==> config.mk <==
export PLATFORM = sky130hd
export DESIGN_NAME = register_bank_ctrl
export DESIGN_NICKNAME = d
export VERILOG_FILES = /design/src/rtl/register_bank_ctrl.sv
export SDC_FILE = /design/constraint.sdc
export NUM_CORES = 1
export LEC_CHECK = 0
export ABC_AREA = 1
export CAP_MARGIN = 20
export CORE_ASPECT_RATIO = 1.4
export CORE_MARGIN = 2
export CORE_UTILIZATION = 44
export CTS_CLUSTER_DIAMETER = 50
export DETAILED_ROUTE_END_ITERATION = 10
export HOLD_SLACK_MARGIN = 0.02
export PLACE_DENSITY = 0.86
export SYNTH_ARGS = -nofsm -noshare
export SYNTH_HDL_FRONTEND = slang
export SYNTH_SLANG_ARGS = --single-unit
==> constraint.sdc <==
create_clock -name Clock -period 2 [get_ports Clock]
set_clock_uncertainty 0.2 [all_clocks]
set_input_delay 0.4 -clock Clock [delete_from_list [all_inputs] [get_ports Clock]]
set_output_delay 0.4 -clock Clock [all_outputs]
set_load 0.1 [all_outputs]
==> src/rtl/register_bank_ctrl.sv <==
// Sequencer for a bank of 2**AddrBits tri-state registers sharing one write bus and one read bus.
// Turns single read/write/clear/preset requests into glitch-free per-register strobes and returns one response.
//
// state  | meaning
// IDLE   | waiting for a request, req_ready high
// WRITE  | reg_ce on the target, waiting for a Tick edge to capture reg_d
// CLRPRE | single-cycle clear or preset pulse on the target
// RD_EN  | target enabled onto the shared read bus
// RD_CAP | bus settled, reg_q captured at the end of this cycle
// RESP   | response held until rsp_ready
module register_bank_ctrl #(
  parameter int NrOfBits = 8,
  parameter int AddrBits = 2,
  localparam int NrOfRegs = 2 ** AddrBits
) (
  input  logic                Clock,
  input  logic                Reset,
  input  logic                Tick,
  input  logic                req_valid,
  output logic                req_ready,
  input  logic [1:0]          req_op,
  input  logic [AddrBits-1:0] req_addr,
  input  logic [NrOfBits-1:0] req_wdata,
  output logic                rsp_valid,
  input  logic                rsp_ready,
  output logic [NrOfBits-1:0] rsp_data,
  output logic [NrOfRegs-1:0] reg_cs,
  output logic [NrOfRegs-1:0] reg_ce,
  output logic [NrOfRegs-1:0] reg_rst,
  output logic [NrOfRegs-1:0] reg_pre,
  output logic [NrOfBits-1:0] reg_d,
  input  logic [NrOfBits-1:0] reg_q
);

  localparam logic [1:0] OP_READ   = 2'b00;
  localparam logic [1:0] OP_WRITE  = 2'b01;
  localparam logic [1:0] OP_CLEAR  = 2'b10;
  localparam logic [1:0] OP_PRESET = 2'b11;

  typedef enum logic [2:0] {
    IDLE,
    WRITE,
    CLRPRE,
    RD_EN,
    RD_CAP,
    RESP
  } state_t;

  state_t                state_q;
  state_t                state_nxt;
  logic [1:0]            op_q;
  logic [1:0]            op_nxt;
  logic [AddrBits-1:0]   addr_q;
  logic [AddrBits-1:0]   addr_nxt;
  logic [NrOfRegs-1:0]   sel_nxt;
  logic                  handshake;

  assign req_ready = (state_q == IDLE) && !Reset;
  assign handshake = req_valid && req_ready;

  always_comb begin
    state_nxt = state_q;
    op_nxt    = handshake ? req_op : op_q;
    addr_nxt  = handshake ? req_addr : addr_q;
    sel_nxt   = NrOfRegs'(1) << addr_nxt;
    case (state_q)
      IDLE: begin
        if (handshake) begin
          case (req_op)
            OP_READ:  state_nxt = RD_EN;
            OP_WRITE: state_nxt = WRITE;
            default:  state_nxt = CLRPRE;
          endcase
        end
      end
      WRITE:   if (Tick) state_nxt = RESP;
      CLRPRE:  state_nxt = RESP;
      RD_EN:   state_nxt = RD_CAP;
      RD_CAP:  state_nxt = RESP;
      RESP:    if (rsp_ready) state_nxt = IDLE;
      default: state_nxt = IDLE;
    endcase
  end

  // Register strobes are computed from the next state so each one is a plain flop output.
  always_ff @(posedge Clock) begin
    if (Reset) begin
      state_q   <= IDLE;
      op_q      <= OP_READ;
      addr_q    <= '0;
      rsp_valid <= 1'b0;
      rsp_data  <= '0;
      reg_cs    <= '1;
      reg_ce    <= '0;
      reg_rst   <= '0;
      reg_pre   <= '0;
      reg_d     <= '0;
    end else begin
      state_q   <= state_nxt;
      op_q      <= op_nxt;
      addr_q    <= addr_nxt;
      rsp_valid <= (state_nxt == RESP);
      if (handshake && (req_op == OP_WRITE)) begin
        reg_d <= req_wdata;
      end
      reg_ce  <= (state_nxt == WRITE) ? sel_nxt : '0;
      reg_rst <= ((state_nxt == CLRPRE) && (op_nxt == OP_CLEAR)) ? sel_nxt : '0;
      reg_pre <= ((state_nxt == CLRPRE) && (op_nxt == OP_PRESET)) ? sel_nxt : '0;
      reg_cs  <= ((state_nxt == RD_EN) || (state_nxt == RD_CAP)) ? ~sel_nxt : '1;
      if ((state_q != RESP) && (state_nxt == RESP)) begin
        case (state_q)
          WRITE:   rsp_data <= reg_d;
          CLRPRE:  rsp_data <= (op_q == OP_PRESET) ? '1 : '0;
          RD_CAP:  rsp_data <= reg_q;
          default: rsp_data <= rsp_data;
        endcase
      end
    end
  end

endmodule
After elaboration in Yosys (flattened, before gate mapping)
Cells that the tools add are included.
- word-level logic and storage cells: 57
- output and inout port bits: 34
- flip-flop bits (word level): 40
- bitwise logic cells: 5
- eq/ne operators: 15
- reduce and logical (&&, ||, !) cells: 17
- muxes and demuxes: 9
- shifts and indexed selects: 1
- operators by type and width (operator ; count):
    8-bit case mux with 3 select lines ; 1
    3-bit case mux with 5 select lines ; 1
    3-bit by 2-bit == test with 1-bit output (second input constant) ; 4
    3-bit == test (second input constant) ; 4
    2-bit OR reduction ; 5
    3-bit two-way mux ; 3
    8-bit two-way mux ; 1
    2-bit == test (second input constant) ; 3
    3-bit by 1-bit == test with 1-bit output (second input constant) ; 2
    1-bit logical AND ; 6
    2-bit two-way mux ; 2
    1-bit inverter ; 4
    4-bit inverter ; 1
    2-bit case mux with 2 select lines ; 1
    1-bit by 2-bit << shifter with 4-bit output (first input constant) ; 1
    3-bit zero test ; 1
    3-bit != test (second input constant) ; 1
    3-bit nonzero test ; 1
    2-bit by 1-bit == test with 1-bit output (second input constant) ; 1
    2-bit zero test ; 1
    2-bit AND reduction ; 1
    1-bit zero test ; 1
    1-bit logical OR ; 1

Longest topological paths before layout
- depth after elaboration: 9
- gate-level depth with buffers: 10
- mapped depth without buffers: 9

Worst setup path before layout
Ideal clock, no wire load.
- kind: input to output
- start point: input Reset
- end point: output req_ready
- setup slack: -282 ps
- arrival time: 1682 ps
- stages: 5
- data required time: 1400 ps
- path through: inv_2 > clkbuf_1 > clkbuf_1 > nand3_1 > inv_1
- longest elaborated chain between the ends: 2
- RTL lines (what ; line ; source):
    start, declared ; 17 ; input logic Reset,
    1-bit zero test ; 58 ; assign req_ready = (state_q == IDLE) && !Reset;
    1-bit logical AND ; 58 ;
    end, declared ; 20 ; output logic req_ready,
No other way between the ends.

Worst setup path after layout
Same ends and word-level chain as after synthesis.

==> metrics.md <==
| Metric | Value |
|---|---|
| Crit-path slowest cell | clkdlybuf4s50_1 |
| Sequential Area | 801 um^2 |
| Simple-gate share of the synthesized area | 38.5% |
| Top-count cell post-synth | nor2_1 |
| PD cells | 1190 mW/mm^2 |
| Grt peak-use layer | met2 |
| RR Startpoint | state_q[2]$_SDFF_PP0_ |
| Global-route wire length before repair | 7880 um |
| Seq cells post-synth | 40 |
| First-pass DRT Iterations | 4 |
| Core Area | 0.00361 mm^2 |
| Worst hold path class | flop to flop |
| Tmin final | 1.95 ns |
| CP max stage delay | 0.50 ns |
| Syn Nets | 253 |
| Clock Path Buffers | 2 |
| Cts bufs inserted | 5 |
| Top cells by area, synth | dfxtp_1, nor2_1, nand2_1 |
| Reg2reg end | reg_cs[0]$_SDFF_PP1_ |
| Asr flop ratio synth | 0% |
| Leakage | 1.27 nW |
| RSZ-0062 raised after global routing | false |
| All-layer global routing usage | 23.5% |
| Finished Layout Cells | 342 |
| WP data required | 1.40 ns |
| Highest Clock Rate | 0.512 GHz |
| Setup Viol. Count Final | 0 |
| Synth Flop Type | dfxtp_1 |
| Outcome | finished, final reports clean |
| Area Overhead vs Synth | 68.0% |
| Syn Inst Count | 228 |
| Cell Chain, Critical Path | clkdlybuf4s50_1, inv_2, nand3_2, clkinvlp_4, buf_12 |
| Post-Synth Adder-Cell Area | 0% |
| Yosys warns | 0 |
| I/O Buffers | 58 |
| Cell variety after synth | 20 |
| PostCTS Resize Cnt | 1 |
| Crit. End Element | output port |
| Number of global-route vias before repair | 1,793 |
| Crit share post-route | 97.7% |
| Clk slew on worst S/H paths | 0.07 ns |
| Dpl ws | -0.126 ns |
| Crit Path Max Fanout | 4 |
| CTS sink count | 40 |
| Post-Synth XOR/XNOR Area | 0% |
| Syn Area/Cell | 7.23 um^2 |
| Die Wd | 55.7 um |
| CTS H-tree lvls | 2 |
| Skew-Pair Late Insertion Delay | 0.30 ns |
| Vias per std cell | 5.11 |
| Cell count after placement | 334 |
| DP HPWL | 3600 um |
| Largest family of logic cells by synthesized area | simple AND/OR/NAND/NOR gates |
| Total wire length | 4760 um |
| Synth Cell Area | 0.00165 mm^2 |
| Via count | 1,747 |
| IO Pins | 59 |
| Slew HR | 78.8% |
| Setup TNS | 0 ns |
| DRC Markers | 0 |
| Min-delay src | op_q[1]$_SDFF_PP0_ |
| Yosys top cell by area | dfxtp_1 |
| Total global routing overflow | 0 |
| Initial DRC Count | 86 |
| Nets@finish | 324 |
| Worst reg2reg setup slack | 0.19 ns |
| Maximum VDD drop | 1.06 mV |
| Die H | 76.4 um |
| Seq/Total Area, Yosys | 48.6% |
| Most frequent cells after synthesis | nor2_1, nand2_1, dfxtp_1 |
| Hold Path Depth | 2 |
| WHS | 0.322 ns |
| Share of cells above drive strength 1 | 22.7% |
| Worst Path Arrival | 1.35 ns |
| Filler cells | 227 |
| Synth top area share | 48.6% |
| Startpoint Class | input pin |
| N_diodes | 0 |
| Antenna viol nets, final | 0 |
| Reg2Reg Depth | 7 |
| Final Hold Fails | 0 |
| Least-Margin Pin Slew | 0.317 ns |
| Antenna violations before repair | 0 |
| Root Buffer Master | clkbuf_8 |
| Die ar. | 0.00426 mm^2 |
| Rows | 26 |
| Drt wl/cell | 13.9 um |
| Largest net degree at the start of global routing | 17 |
| Met3 usage | 4.92% |
| Initial Util | 45.6% |
| CTS tree | yes |
| Slew Viols, Final | 0 |
| M1 GR Usage | 23.4% |
| Gpl congestion | 0.803 |
| Mux cell area share after synthesis | 0% |
| Hold EP | op_q[1]$_SDFF_PP0_ |
| Max-cap violations | 0 |
| Synth Area in Compound Gates | 4.71% |
| Final Worst Setup Slack | 0.0459 ns |
| Area occupied by multi-input gates | 717 um^2 |
| Met2 Usage GRT | 45.0% |
| EDFF count, synth | 0 |
| Hold Buf Count CTS | 0 |
| Post-CTS setup buffers | 0 |
| Crit path kind | input pin to output port |
[flip-flops by register name (all words and copies together), names as in the netlist]
name / flops
reg_cs: 4
rsp_valid: 1
state_q: 3
reg_ce: 4
rsp_data: 8
op_q: 2
addr_q: 2
reg_d: 8
reg_pre: 4
reg_rst: 4
[placed cells by master, fill, tap and decap left out]
cell type and n:
buf_12 34, buf_4 10, clkbuf_8 6, clkdlybuf4s50_1 24, clkinv_2 2, clkinvlp_4 1
dfxtp_1 40, inv_1 25, inv_2 2, nand2_1 53, nand2_2 2, nand2_4 1
nand3_1 19, nand3_2 3, nand3b_1 1, nand4_1 1, nand4_4 1, nor2_1 55
nor2_2 1, nor2_4 3, nor3_1 2, o21ai_0 10, o21ai_1 2, o21ai_2 2
[cell type report]
cell class	count	share of cell area [%]
Clock buffer	6	2.98
Inverter	28	3.93
Multi-Input combinational cell	156	25.9
Clock inverter	2	0.362
Tap cell	42	1.90
Timing Repair Buffer	68	36.0
Sequential cell	40	28.9
[report_power, final]
part	leakage [nW]	internal (mW)	switching, mW	total (mW)
clock	0.0510	0.275	0.281	0.556
combinational	0.895	0.575	1.13	1.70
sequential	0.325	0.907	0.118	1.02
total	1.27	1.76	1.52	3.28
[kinds of logic after synthesis]
group | after synthesis
simple gates | 142
compound gates | 14
buf+inv | 32
flops | 40
[stage by stage]
step	instance area, um^2	util, %	power, mW
2_1_floorplan	1650	-	2.13
3_3_place_gp	2670	73.9	2.67
3_5_place_dp	2670	73.9	2.72
4_1_cts	2770	76.6	3.28
5_1_grt	2770	76.6	3.42
6_report	2770	76.6	3.28
[worst max-delay path, delay by kind of cell]
kind	cells	cell delay (ns)
simple gates	1	0.10
buf+inv	4	0.85
[layer usage]
| metal | routed length (um) | vias to the layer above |
|---|---|---|
| met5 | 0 | - |
| met4 | 125 | 0 |
| met3 | 267 | 12 |
| met2 | 2640 | 69 |
| met1 | 1730 | 821 |
| li1 | - | 845 |
[worst max path at each step]
stage / startpoint / endpoint / slack (ns) / cells after the start
finish: Reset / req_ready / 0.05 / 5
global placement: req_valid / reg_pre[1]$_SDFF_PP0_ / -0.01 / 7
CTS: Reset / req_ready / 0.05 / 5
detailed placement: Reset / reg_rst[0]$_SDFF_PP0_ / -0.13 / 8
global route: Reset / req_ready / 0.02 / 5
floorplan: Reset / req_ready / 0.1 / 5
(Power assumes the default switching activity.)
